$ cat src/rtl/stim_gen_hs.sv
// stim_gen_hs: multi-operand pseudo-random stimulus source with valid/ready
// handshake, result counting, drain period and timeout watchdog.
//
// Ports:
//   CLK      in   clock
//   RST_n    in   synchronous active-low reset
//   EN       in   start/continue issuing transactions
//   D        out  NUM_OPERANDS operands, channel k at D[k*WIDTH +: WIDTH]
//   VOUT     out  operands valid
//   RDY      in   downstream ready
//   VIN      in   one pulse per returned result
//   END_SIM  out  sticky end-of-simulation flag
//   ERR      out  sticky timeout / over-receive flag
//   TX_CNT   out  accepted transactions
//   RX_CNT   out  results received
module stim_gen_hs #(
  parameter int unsigned WIDTH        = 32,
  parameter int unsigned NUM_OPERANDS = 3,
  parameter int unsigned N_VECTORS    = 1000,
  parameter logic [31:0] SEED         = 32'h1,
  parameter bit          BUBBLE_EN    = 1'b0,
  parameter int unsigned DRAIN_CYCLES = 8,
  parameter int unsigned TIMEOUT      = 1024
) (
  input  logic                          CLK,
  input  logic                          RST_n,
  input  logic                          EN,
  output logic [NUM_OPERANDS*WIDTH-1:0] D,
  output logic                          VOUT,
  input  logic                          RDY,
  input  logic                          VIN,
  output logic                          END_SIM,
  output logic                          ERR,
  output logic [20:0]                   TX_CNT,
  output logic [20:0]                   RX_CNT
);

  localparam int unsigned CNT_W   = 21;
  localparam int unsigned LFSR_W  = 32;
  localparam int unsigned D_W     = NUM_OPERANDS * WIDTH;
  localparam int unsigned DRAIN_W = 8;
  localparam int unsigned TO_W    = (TIMEOUT > 1) ? $clog2(TIMEOUT) : 1;

  localparam logic [31:0] LFSR_MASK = 32'h8020_0003;
  localparam logic [31:0] GOLDEN    = 32'h9E37_79B9;

  localparam logic [2:0] S_IDLE  = 3'd0;
  localparam logic [2:0] S_RUN   = 3'd1;
  localparam logic [2:0] S_WAIT  = 3'd2;
  localparam logic [2:0] S_DRAIN = 3'd3;
  localparam logic [2:0] S_DONE  = 3'd4;

  // Right-shifting Galois step for x^32+x^22+x^2+x+1
  function automatic logic [31:0] lfsr_step(input logic [31:0] s);
    return (s >> 1) ^ (s[0] ? LFSR_MASK : 32'h0);
  endfunction

  // An all-zero LFSR would lock up, so zero seeds become 1
  function automatic logic [31:0] nonzero(input logic [31:0] s);
    return (s == 32'h0) ? 32'h1 : s;
  endfunction

  function automatic logic [31:0] chan_seed(input int unsigned k);
    return nonzero(SEED ^ (32'(k) * GOLDEN));
  endfunction

  logic [2:0]         state_q, state_d;
  logic [LFSR_W-1:0]  lfsr_q [NUM_OPERANDS];
  logic [LFSR_W-1:0]  lfsr_d [NUM_OPERANDS];
  logic [LFSR_W-1:0]  bub_q, bub_d;
  logic [D_W-1:0]     d_q, d_d, d_next_c;
  logic               vout_q, vout_d;
  logic               end_q, end_d;
  logic               err_q, err_d;
  logic [CNT_W-1:0]   tx_q, tx_d;
  logic [CNT_W-1:0]   rx_q, rx_d;
  logic [DRAIN_W-1:0] drain_q, drain_d;
  logic [TO_W-1:0]    to_q, to_d;

  logic xfer_c, last_c, slot_free_c, skip_c;

  assign xfer_c      = vout_q & RDY;
  assign last_c      = xfer_c && (tx_q == CNT_W'(N_VECTORS - 1));
  // A new operand set may be staged when nothing is pending or the pending one leaves now
  assign slot_free_c = !vout_q || xfer_c;
  assign skip_c      = BUBBLE_EN && (bub_q[1:0] == 2'b00);

  // Channel LFSRs advance only on a transfer; next operand word taken from the advanced state
  always_comb begin
    d_next_c = '0;
    for (int unsigned k = 0; k < NUM_OPERANDS; k++) begin
      lfsr_d[k] = xfer_c ? lfsr_step(lfsr_q[k]) : lfsr_q[k];
      d_next_c[k*WIDTH +: WIDTH] = lfsr_d[k][WIDTH-1:0];
    end
  end

  // Next-state and output logic
  always_comb begin
    state_d = state_q;
    vout_d  = vout_q;
    d_d     = d_q;
    tx_d    = tx_q + CNT_W'(xfer_c);
    rx_d    = rx_q;
    err_d   = err_q;
    drain_d = drain_q;
    to_d    = to_q;
    bub_d   = bub_q;

    unique case (state_q)
      S_IDLE: begin
        vout_d = 1'b0;
        if (EN) state_d = S_RUN;
      end
      S_RUN: begin
        bub_d = lfsr_step(bub_q);
        if (last_c) begin
          vout_d  = 1'b0;
          state_d = S_WAIT;
        end else if (slot_free_c) begin
          if (EN && !skip_c) begin
            vout_d = 1'b1;
            d_d    = d_next_c;
          end else begin
            vout_d = 1'b0;
          end
        end
      end
      S_WAIT: begin
        vout_d = 1'b0;
        if (rx_q == CNT_W'(N_VECTORS)) begin
          drain_d = '0;
          state_d = (DRAIN_CYCLES == 0) ? S_DONE : S_DRAIN;
        end
      end
      S_DRAIN: begin
        vout_d = 1'b0;
        if (drain_q == DRAIN_W'(DRAIN_CYCLES - 1)) state_d = S_DONE;
        else                                         drain_d = drain_q + DRAIN_W'(1);
      end
      S_DONE: begin
        vout_d = 1'b0;
      end
      default: begin
        vout_d  = 1'b0;
        state_d = S_IDLE;
      end
    endcase

    // Result counting; a result with nothing outstanding or beyond the total is an error
    if ((state_q != S_IDLE) && VIN) begin
      if ((rx_q == CNT_W'(N_VECTORS)) || (rx_q == tx_q)) err_d = 1'b1;
      if (rx_q != {CNT_W{1'b1}}) rx_d = rx_q + CNT_W'(1);
    end

    // Watchdog: cycles without a result while results are outstanding
    if (VIN || (rx_q == tx_q)) begin
      to_d = '0;
    end else if (((state_q == S_RUN) || (state_q == S_WAIT)) && (rx_q < tx_q)) begin
      if (to_q == TO_W'(TIMEOUT - 1)) begin
        err_d   = 1'b1;
        vout_d  = 1'b0;
        state_d = S_DONE;
      end else begin
        to_d = to_q + TO_W'(1);
      end
    end

    end_d = end_q | (state_d == S_DONE);
  end

  // State registers
  always_ff @(posedge CLK) begin
    if (!RST_n) begin
      state_q <= S_IDLE;
      vout_q  <= 1'b0;
      d_q     <= '0;
      tx_q    <= '0;
      rx_q    <= '0;
      err_q   <= 1'b0;
      end_q   <= 1'b0;
      drain_q <= '0;
      to_q    <= '0;
      bub_q   <= nonzero(~SEED);
      for (int unsigned k = 0; k < NUM_OPERANDS; k++) lfsr_q[k] <= chan_seed(k);
    end else begin
      state_q <= state_d;
      vout_q  <= vout_d;
      d_q     <= d_d;
      tx_q    <= tx_d;
      rx_q    <= rx_d;
      err_q   <= err_d;
      end_q   <= end_d;
      drain_q <= drain_d;
      to_q    <= to_d;
      bub_q   <= bub_d;
      for (int unsigned k = 0; k < NUM_OPERANDS; k++) lfsr_q[k] <= lfsr_d[k];
    end
  end

  assign D       = d_q;
  assign VOUT    = vout_q;
  assign END_SIM = end_q;
  assign ERR     = err_q;
  assign TX_CNT  = tx_q;
  assign RX_CNT  = rx_q;

endmodule

$ cat config.mk
export PLATFORM = sky130hd
export DESIGN_NAME = stim_gen_hs
export DESIGN_NICKNAME = d
export VERILOG_FILES = /design/src/rtl/stim_gen_hs.sv
export SDC_FILE = /design/constraint.sdc
export NUM_CORES = 1
export LEC_CHECK = 0
export ABC_AREA = 1
export CAP_MARGIN = 5
export CORE_MARGIN = 3
export CORE_UTILIZATION = 56
export DETAILED_ROUTE_END_ITERATION = 12
export HOLD_SLACK_MARGIN = 0.06
export PLACE_DENSITY = 0.8
export REMOVE_ABC_BUFFERS = 1
export SETUP_SLACK_MARGIN = 0.3
export SYNTH_ARGS = -nofsm -noshare
export SYNTH_HDL_FRONTEND = slang
export SYNTH_SLANG_ARGS = --single-unit
export TNS_END_PERCENT = 50
$ cat constraint.sdc
create_clock -name CLK -period 2.5 [get_ports CLK]
set_input_delay 0.75 -clock CLK [delete_from_list [all_inputs] [get_ports CLK]]
set_output_delay 0.75 -clock CLK [all_outputs]
set_load 0.1 [all_outputs]
==> results of run 1 <==
worst register-to-register path, stage by stage, from the launching register on:
cell     delay [ns]
dfxtp_1        0.44
ha_1           0.28
nand2_1        0.10
nor2_2         0.19
nand2_1        0.13
nor3_2         0.17
nand2_1        0.10
nand2_2        0.17
buf_4          0.20
nand2_1        0.06
a21oi_1        0.15
power groups by stage:
stage               clock network, µW  logic [µW]  registers [µW]
global placement                    0        1580            4400
floorplan                           0         459            5150
finish                           3840        1600            4320
detailed placement                  0        1590            4410
global route                     4060        1710            4330
CTS                              3890        1600            4320
layout make-up:
cell class                 count  area (µm²)  share of cell area
sequential                   258        5176              0.3425
inverter                     283        1062             0.07029
clock buffer                  38       777.0             0.05142
clock inverter                 5       65.06            0.004305
timing repair buffer         250        2004              0.1326
tap                          275       344.1             0.02277
multi-input combinational   1081        5683              0.3761
sequential cells by signal (all words and copies together), names as in the netlist:
signal and flops:
D 96, END_SIM 1, ERR 1, RX_CNT 21, TX_CNT 21, VOUT 1, drain_q 8, lfsr_q 96
state_q 3, to_q 10
final timing paths:
kind / from / to / slack, ns / depth (start not counted)
setup reg to reg: RX_CNT[0]$_SDFFE_PN0P_ / RX_CNT[6]$_SDFFE_PN0P_ / 0.43 / 10
hold reg to reg: END_SIM$_SDFF_PN0_ / END_SIM$_SDFF_PN0_ / 0.45 / 2
hold / removal: END_SIM$_SDFF_PN0_ / END_SIM$_SDFF_PN0_ / 0.45 / 2
setup / recovery: RX_CNT[11]$_SDFFE_PN0P_ / RX_CNT[11] / 0.31 / 1
repair_timing:
item,4_1_cts,5_1_grt
gates resized for setup,2,13
setup endpoints to repair,7,29
setup buffers,0,3
pin swaps,1,3
Yosys cell counts, types with 2 or more instances:
cell type  instances
inv_1            273
ha_1              27
nand2_2            5
and3_1             2
nor2b_1            6
nor2_2             6
dfxtp_1          258
o21ai_0           18
o21ai_1            2
buf_6             22
nand3b_1           2
a21oi_2            2
xor2_1            25
or2_2              5
nand2_1          411
inv_2              9
mux2i_1           89
xnor2_1            6
clkbuf_1          37
nand3_2            3
buf_2             22
a21oi_1           58
nor3_1            25
nand4_1          113
nor2_1           222
nand3_1           42
nand4_2            2
through the flow:
step,area [µm²],hold slack [ns]
floorplan,11870,0.4392
global placement,14230,0.4427
detailed placement,14230,0.4507
CTS,15070,0.4613
global route,15110,0.4827
finish,15110,0.4531
cells by family (layout without fill, tap and decap cells):
logic type,after synthesis,count (layout),share of synthesized area
multiplexers,89,89,0.07194
AND/OR/NAND/NOR,850,850,0.2990
XOR/XNOR,31,31,0.02193
AO/OA/AOI/OAI,84,84,0.03526
buffers and inverters,365,576,0.1275
flip-flops,258,258,0.4171
adder cells (fa/ha/maj),27,27,0.02728
per-layer routing:
metal / track usage / up-vias / part of all wire / wire (µm)
met5: 0 / - / 0 / 0
met4: 0.06350 / 0 / 0.023 / 703
met3: 0.03106 / 55 / 0.056 / 1674
met2: 0.4337 / 298 / 0.49 / 14770
met1: 0.3186 / 5181 / 0.43 / 12940
li1: - / 5721 / - / -
placed cells by master (no fill, tap or decap), types with 3 or more instances in the layout:
| cell | n |
|---|---|
| mux2i_1 | 89 |
| inv_1 | 271 |
| clkinv_2 | 3 |
| a21oi_1 | 58 |
| nand2_1 | 410 |
| nor2_2 | 7 |
| inv_2 | 11 |
| nand3_1 | 42 |
| or2_2 | 5 |
| nand4_1 | 113 |
| clkbuf_16 | 27 |
| nor2_1 | 220 |
| dfxtp_1 | 251 |
| dfxtp_2 | 6 |
| ha_1 | 26 |
| nor3_1 | 25 |
| nand2_2 | 5 |
| xnor2_1 | 6 |
| buf_4 | 237 |
| xor2_1 | 25 |
| o21ai_0 | 18 |
| clkbuf_8 | 6 |
| buf_12 | 10 |
| clkbuf_1 | 5 |
| nor2b_1 | 6 |
==> results.py, run 1 <==
metrics = {
    "floorplanning": {
        "dieArea_um2": 23930,
        "start_util": 0.5799,
        "die_y_um": 154.7,
        "die_width_um": 154.7,
        "pin_count": 146,
        "fp-row-count": 53,
        "fp.coreArea_um2": 21350,
    },
    "route": {
        "drtAntennaViolNets": 0,
        "vias": 11260,
        "route.detailed.drc": 0,
        "post_drt_wl_per_cell_um": 13.74,
        "drt-initial-drc-count": 684,
        "first_pass_iters": 5,
        "viasPerCell": 5.139,
        "wirelength_um": 30090,
    },
    "grt": {
        "grt_start_max_net_pins": 69,
        "grt_pass1_vias": 10670,
        "grt_usage": 0.2456,
        "antenna_found_initial": 0,
        "grt_pass1_wl_um": 50450,
        "grt.overflow.total": 0,
    },
    "setup_path": {
        "critPathMaxStageDelay_ns": 0.54,
        "crit_path_top_delay_cell": "dfxtp_1",
        "critPathKind": "reg2out",
        "end_kind": "output pin",
        "crit_family": "flip-flops",
        "crit_chain": "buf_4",
        "startpoint_type": "flop",
        "path_buf_inv": 1,
        "worstPathArrival_ns": 1.44,
        "crit_fanout": 8,
        "cp.required_ns": 1.75,
    },
    "yosys": {
        "ys_ff_latch": 258,
        "seq_area_frac_synth": 0.4171,
        "syn_area_per_cell_um2": 7.267,
        "netlist-cell-type-count": 39,
        "synth_top_area_frac": 0.4171,
        "synthCells": 1704,
        "synth_warnings": 0,
        "synthFlopType": "dfxtp_1",
        "syn-cell-area_um2": 12380,
        "synth_edf_count": 0,
        "ys_async_sr_fraction": 0,
        "synth_largest_area_cell": "dfxtp_1",
        "yosys-top-cells-area": "dfxtp_1 (42%), nand2_1 (12%), inv_1 (8.3%)",
    },
    "pwr": {
        "power_frac_seq": 0.443,
        "power_frac_clock": 0.393,
        "swShare": 0.2975,
        "p_comb_frac": 0.164,
        "power_uw": 9757,
        "switchingPower_uw": 2903,
        "powerDensity_nw_per_um2": 645.7,
        "p_leak_uw": 0.007639,
        "p_int_uw": 6854,
        "vdd_drop_max_v": 0.0005235,
    },
    "layout": {
        "nFillCells": 1711,
        "final_core_util": 0.7077,
        "diodes": 0,
        "area_growth_syn_to_layout_pct": 22.04,
        "drive_gt1_frac": 0.1749,
        "layout.cells.non_filler": 2190,
        "layout.nets": 1933,
    },
    "sta": {
        "timing.fmax_mhz": 457.2,
        "finalSetupTns_ns": 0,
        "min_period_ns": 2.187,
        "setup_viol": 0,
        "fin_skew_ns": 0.009249,
        "final-max-slew-violation-count": 0,
        "rsz0062_at_grt": "yes",
        "fin_ws_ns": 0.3128,
        "final-hold-violation-count": 0,
        "worst_pin_slew_ns": 0.5348,
        "fin_crit_sh": 0.8749,
        "relSlewSlack": 0.6435,
    },
    "place": {
        "dp_slack_ns": -0.3963,
        "place_congestion": 0.8976,
        "hpwl_um": 20350,
        "portBuffers": 145,
        "placed_cells": 2144,
    },
    "clock_tree": {
        "cts_tree": "yes",
        "cts_buffer_depth": 3,
        "ctsHoldBuffers": 0,
        "cts.sinks": 258,
        "cts.reportedPaths.clkPinSlew_ns": 0.06,
        "clk_latency_ns": 0.54,
        "numCtsBuffers": 27,
        "cts_max_level": 1,
        "cts_root_buffer": "clkbuf_16",
    },
    "status": {
        "outcome": "complete, no violations",
    },
    "worst_hold_path": {
        "hold_path_class": "reg2reg",
    },
    "flow_run": {
        "max_cap_violations": 0,
    },
}
(Power assumes the default switching activity.)
==> run 2: changes to the inputs <==
--- a/config.mk
+++ b/config.mk
@@ -6,7 +6,6 @@
 export NUM_CORES = 1
 export LEC_CHECK = 0
 export ABC_AREA = 1
-export CAP_MARGIN = 5
 export CORE_MARGIN = 3
 export CORE_UTILIZATION = 56
 export DETAILED_ROUTE_END_ITERATION = 12
==> results of run 2 <==
Same layout as run 1: the final DEF is identical, and so are final timing and power.
